### config.mk
export PLATFORM = sky130hd
export DESIGN_NAME = memory_arbiter
export DESIGN_NICKNAME = d
export VERILOG_FILES = /design/src/rtl/memory_arbiter.sv
export SDC_FILE = /design/constraint.sdc
export NUM_CORES = 1
export LEC_CHECK = 0
export ABC_AREA = 0
export BUFFER_PORTS_ARGS = -buffer_cell sky130_fd_sc_hd__buf_2
export CAP_MARGIN = 30
export CORE_UTILIZATION = 40
export DETAILED_ROUTE_END_ITERATION = 16
export GPL_TIMING_DRIVEN = 0
export HOLD_SLACK_MARGIN = 0.12
export PLACE_DENSITY = 0.72
export SYNTH_ARGS = -nofsm -noshare
export SYNTH_HDL_FRONTEND = slang
export SYNTH_SLANG_ARGS = --single-unit
### constraint.sdc
create_clock -name clk -period 4.48 [get_ports clk]
set_clock_uncertainty 0.15 [all_clocks]
set_input_delay 0.672 -clock clk [delete_from_list [all_inputs] [get_ports clk]]
set_output_delay 0.672 -clock clk [all_outputs]
set_load 0.01 [all_outputs]
### src/rtl/memory_arbiter.sv
// Two-port arbiter in front of the single memory controller port.
// Round-robin on ties, latched payload, one transaction in flight, watchdog.
module memory_arbiter #(
    parameter int WORD_WIDTH     = 12,
    parameter int TIMEOUT_CYCLES = 16
) (
    input  logic                  clk,
    input  logic                  reset,
    input  logic                  a_req,
    input  logic                  a_write,
    input  logic                  a_read_type,
    input  logic [WORD_WIDTH-1:0] a_address,
    input  logic [WORD_WIDTH-1:0] a_write_data,
    output logic                  a_done,
    output logic [WORD_WIDTH-1:0] a_read_data,
    input  logic                  b_req,
    input  logic                  b_write,
    input  logic                  b_read_type,
    input  logic [WORD_WIDTH-1:0] b_address,
    input  logic [WORD_WIDTH-1:0] b_write_data,
    output logic                  b_done,
    output logic [WORD_WIDTH-1:0] b_read_data,
    output logic [WORD_WIDTH-1:0] mem_address,
    output logic [WORD_WIDTH-1:0] mem_write_data,
    output logic                  mem_read_enable,
    output logic                  mem_write_enable,
    output logic                  mem_read_type,
    input  logic [WORD_WIDTH-1:0] mem_read_data,
    input  logic                  mem_operation_done,
    output logic                  busy,
    output logic                  timeout_err
);

    localparam int CW = $clog2(TIMEOUT_CYCLES + 1);

    typedef enum logic [1:0] {IDLE, ISSUE, WAIT, RESPOND} state_t;

    state_t                state, state_n;
    logic                  last_b, last_b_n;
    logic                  grant_b, grant_b_n;
    logic                  wr, wr_n;
    logic [CW-1:0]         cnt, cnt_n;
    logic [WORD_WIDTH-1:0] addr_n, wdata_n, a_data_n, b_data_n, resp;
    logic                  rtype_n, ren_n, wen_n;
    logic                  a_done_n, b_done_n, busy_n, terr_n, pick_b;

    // Next-state and next-output computation; every output is registered below.
    always_comb begin
        state_n   = state;
        last_b_n  = last_b;
        grant_b_n = grant_b;
        wr_n      = wr;
        cnt_n     = cnt;
        addr_n    = mem_address;
        wdata_n   = mem_write_data;
        rtype_n   = mem_read_type;
        a_data_n  = a_read_data;
        b_data_n  = b_read_data;
        terr_n    = timeout_err;
        ren_n     = 1'b0;
        wen_n     = 1'b0;
        a_done_n  = 1'b0;
        b_done_n  = 1'b0;
        resp      = '0;
        // B wins if alone, or on a tie when A was served last.
        pick_b    = b_req & (~a_req | ~last_b);
        unique case (state)
            IDLE: begin
                if (a_req | b_req) begin
                    grant_b_n = pick_b;
                    last_b_n  = pick_b;
                    wr_n      = pick_b ? b_write      : a_write;
                    rtype_n   = pick_b ? b_read_type  : a_read_type;
                    addr_n    = pick_b ? b_address    : a_address;
                    wdata_n   = pick_b ? b_write_data : a_write_data;
                    ren_n     = ~wr_n;
                    wen_n     = wr_n;
                    state_n   = ISSUE;
                end
            end
            ISSUE: begin
                cnt_n   = '0;
                state_n = WAIT;
            end
            WAIT: begin
                if (mem_operation_done || cnt == CW'(TIMEOUT_CYCLES - 1)) begin
                    if (mem_operation_done) begin
                        resp = wr ? '0 : mem_read_data;
                    end else begin
                        terr_n = 1'b1;
                    end
                    if (grant_b) begin
                        b_done_n = 1'b1;
                        b_data_n = resp;
                    end else begin
                        a_done_n = 1'b1;
                        a_data_n = resp;
                    end
                    state_n = RESPOND;
                end else begin
                    cnt_n = cnt + 1'b1;
                end
            end
            RESPOND: begin
                cnt_n   = '0;
                state_n = IDLE;
            end
            default: state_n = IDLE;
        endcase
        busy_n = (state_n != IDLE);
    end

    // State, latched payload and registered outputs; reset clears all of them.
    always_ff @(posedge clk or posedge reset) begin
        if (reset) begin
            state            <= IDLE;
            last_b           <= 1'b1;
            grant_b          <= 1'b0;
            wr               <= 1'b0;
            cnt              <= '0;
            mem_address      <= '0;
            mem_write_data   <= '0;
            mem_read_type    <= 1'b0;
            mem_read_enable  <= 1'b0;
            mem_write_enable <= 1'b0;
            a_done           <= 1'b0;
            b_done           <= 1'b0;
            a_read_data      <= '0;
            b_read_data      <= '0;
            busy             <= 1'b0;
            timeout_err      <= 1'b0;
        end else begin
            state            <= state_n;
            last_b           <= last_b_n;
            grant_b          <= grant_b_n;
            wr               <= wr_n;
            cnt              <= cnt_n;
            mem_address      <= addr_n;
            mem_write_data   <= wdata_n;
            mem_read_type    <= rtype_n;
            mem_read_enable  <= ren_n;
            mem_write_enable <= wen_n;
            a_done           <= a_done_n;
            b_done           <= b_done_n;
            a_read_data      <= a_data_n;
            b_read_data      <= b_data_n;
            busy             <= busy_n;
            timeout_err      <= terr_n;
        end
    end

endmodule

==> impl_summary.txt <==
----------------------------------------------------
[CTS]
  CTS tree ... built
  Clock sink total ... 65
  Number of H-tree branching levels ... 3
  Worst-skew pair later-pin latency ... 340 ps
  Clock Root Buffer ... sky130_fd_sc_hd__clkbuf_8
  Hold buffer count at cts ... 0
  Setup Buffers After CTS ... 0
  Post-CTS resize count ... 0
  Number of buffers added by the clock tree synthesis step ... 9
  Clock Tree Buf Depth ... 2
  Clock transition time at the flip-flop clock pins of the worst setup and hold paths ... 70 ps

[STA]
  Maximum operating frequency ... roughly 0.42 GHz
  Final hold slack ... 221.1 ps
  Smallest setup slack after layout ... between 2000 and 2500 ps
  Worst slew margin relative to its limit ... approximately three fifths
  Hold violation total from the final report ... 0
  Total of endpoints with negative setup slack in the final report ... 0
  Max-slew violation count ... 0
  Post-route fraction of the period consumed by the critical path ... 53.34%
  Sum of negative setup slack ... 0 ps
  Final worst path period need ... approximately 2400 ps
  RSZ-0062 raised after global routing ... false
  Transition at the pin with the smallest max-transition slack ... 577.4 ps

[Critical path]
  Endpoint kind of the worst setup timing path ... flop
  Class of the most critical setup path ... flop to flop
  Logic depth of the worst register-to-register path ... 7
  Critical Path AT ... about 2500 ps
  Register-to-Register Setup Slack ... ~2100 ps
  Critical path fanouts, max ... 10
  WP data required ... 4580 ps
  CP Launch Type ... flop
  Reg2reg start ... cnt[0]
  Endpoint of the most critical register-to-register path ... a_read_data[2]

[Logic synthesis]
  Share of the yosys chip area belonging to registers ... between 50 and 60%
  Net count of the mapped netlist ... roughly 370
  Unique cell type count in the Yosys netlist ... 33
  Yosys warns ... 0
  Number of synthesized register bits ... between 60 and 70
  Cell area after technology mapping ... ~0.0028 mm^2
  Proportion of synthesized flip-flops having asynchronous set or reset ... between 90% and 100%
  Flip-flop cell with the highest count after synthesis ... sky130_fd_sc_hd__dfrtp_1
  Synth Instances ... 296
  Count of flip-flops with a built-in enable after synthesis ... 0
  Average cell area after synthesis ... 9.477 um^2

[Cells and area]
  Number of diodes ... 0
  Non-filler instance count after layout ... roughly 530
  Net total in the final layout ... approximately 500
  Fraction of layout instances using a drive strength above 1 ... between 30% and 40%
  Leading cell type in the layout, fill and taps excluded ... sky130_fd_sc_hd__buf_2
  Growth of design area from synthesis to finish ... 33.41%
  Most frequent cells in the layout ... sky130_fd_sc_hd__buf_2 (129), sky130_fd_sc_hd__dfrtp_1 (64), sky130_fd_sc_hd__a21oi_1 (52), sky130_fd_sc_hd__nand2_1 (50), sky130_fd_sc_hd__o21ai_0 (40)

[Detailed routing]
  Number of vias per cell after detailed routing ... 4.949
  Overall via count from detail_route ... 2,633
  Number of nets with antenna violations after detailed routing ... 0
  Post-detailed-route wirelength per cell ... approximately 13 um
  Initial detailed-routing violation count ... 67
  Total detailed-routing wirelength ... slightly below 7 mm
  DRC ... 0
  Count of TritonRoute iterations in the first routing pass ... 4

[Global routing]
  Grt ovf ... 0
  Global-route total usage across every layer ... around a fifth
  Initial antenna violation count ... 0
  First-pass GRT wire length ... roughly 11 mm
  Via count of the first global-routing pass ... ~2,400
  Maximum number of pins on one net before global-route repair ... 42

[Floorplanning]
  Number of top-level pins ... ~120
  Vert. Die Dim ... 85.75 um
  Die footprint ... 0.007352 mm^2
  Initial Utilization ... 41.29%
  Area of the placeable core ... 0.006794 mm^2
  Die span in x ... between 80 and 90 um
  Total number of placement rows ... 30

[Min path]
  Type of the most critical hold path ... input port to asynchronous set/reset pin

[Outcome]
  Outcome ... finished, final reports clean

[Placed design]
  Total instance count after detailed placement ... around 520
  RePlAce Congestion ... between 0.7 and 0.8
  DP HPWL ... between 5 and 6 mm
  Total of buffers placed on input and output ports ... ~120
  Setup Slack @ Placement ... ~2100 ps

[Job]
  Maxcap violations ... 0

[Pwr]
  Cell area power density ... approximately 640 mW/mm^2
  Leakage power of the design ... 1.938 nW
  Worst IR drop on VDD ... 323.2 uV

----------------------------------------------------
## where the power goes
group	internal, mW	switching [mW]	leakage [nW]
clock network	0.216	0.229	0.0922
registers	0.833	0.132	0.811
logic	0.400	0.573	1.04
total	1.45	0.933	1.94
## stage by stage
step	utilization (%)	cell area, um^2	total power [mW]
after floorplan	-	2805	1.563
after global placement	52.12	3541	1.924
after detailed placement	52.41	3561	1.957
after CTS	55.08	3742	2.407
after global routing	55.08	3742	2.570
final	55.08	3742	2.382
## synthesized netlist by cell type (all sizes together), types with 2 or more instances
master | instances | share of area, %
nor2 | 29 | 3.9
o21a | 2 | 0.54
mux2i | 2 | 0.71
inv | 9 | 1.2
dfrtp | 64 | 57
nand3 | 3 | 0.54
ha | 6 | 2.7
o22ai | 2 | 0.45
nand2 | 50 | 6.7
buf | 13 | 3.1
o211ai | 2 | 0.54
nand2b | 2 | 0.45
o21ai | 41 | 7.4
a21oi | 52 | 9.3
clkbuf | 5 | 0.71
## layout make-up
cell class / count / area, um^2
inverter: 9 / 33.78
fill: 632 / 3052
multi-input combinational: 204 / 1037
buffer: 18 / 106.4
clock inverter: 6 / 43.79
timing repair buffer: 124 / 635.6
sequential: 65 / 1628
clock buffer: 10 / 137.6
tap: 96 / 120.1
## worst max path at each step
stage	endpoint	slack (ps)	from	cells past startpoint
3_3_place_gp	b_done	1220	reset	2
3_5_place_dp	a_read_data[11]	2100	cnt[0]	7
6_report	a_read_data[2]	2090	cnt[0]	7
4_1_cts	a_read_data[2]	2090	cnt[0]	7
2_1_floorplan	a_done	2030	reset	1
5_1_grt	a_read_data[1]	1860	cnt[0]	7
## layer usage
layer,global-route usage [%],wire (um),vias up
met3,4.812,496,11
met5,0,0,-
met4,10.15,133,0
li1,-,-,1273
met2,30.40,3018,107
met1,25.47,3203,1242
## registers in the layout, summed over array words and instances, names as in the netlist, 2 cells and up
| register | cells |
|---|---|
| mem_write_data | 12 |
| a_read_data | 12 |
| b_read_data | 12 |
| state | 2 |
| mem_address | 12 |
| cnt | 5 |
## cell families (layout without fill, tap and decap cells)
family                   count (synthesis)  in the layout  synth area share, %
flip-flops                              65             65                58.03
adder cells (fa/ha/maj)                  6              6                2.676
AO/OA/AOI/OAI                          105            105                20.38
AND/OR/NAND/NOR                         91             91                13.20
multiplexers                             2              2               0.7137
buffers and inverters                   27            167                4.995
## critical path: stages, from the launching register on
cell and delay (ps):
sky130_fd_sc_hd__dfrtp_1 410, sky130_fd_sc_hd__ha_1 240, sky130_fd_sc_hd__and3_1 190, sky130_fd_sc_hd__ha_1 210, sky130_fd_sc_hd__o21ai_0 490, sky130_fd_sc_hd__clkbuf_1 390, sky130_fd_sc_hd__o21ai_0 130, sky130_fd_sc_hd__o21ai_0 100
No activity file was read; power rests on OpenSTA's default activity.
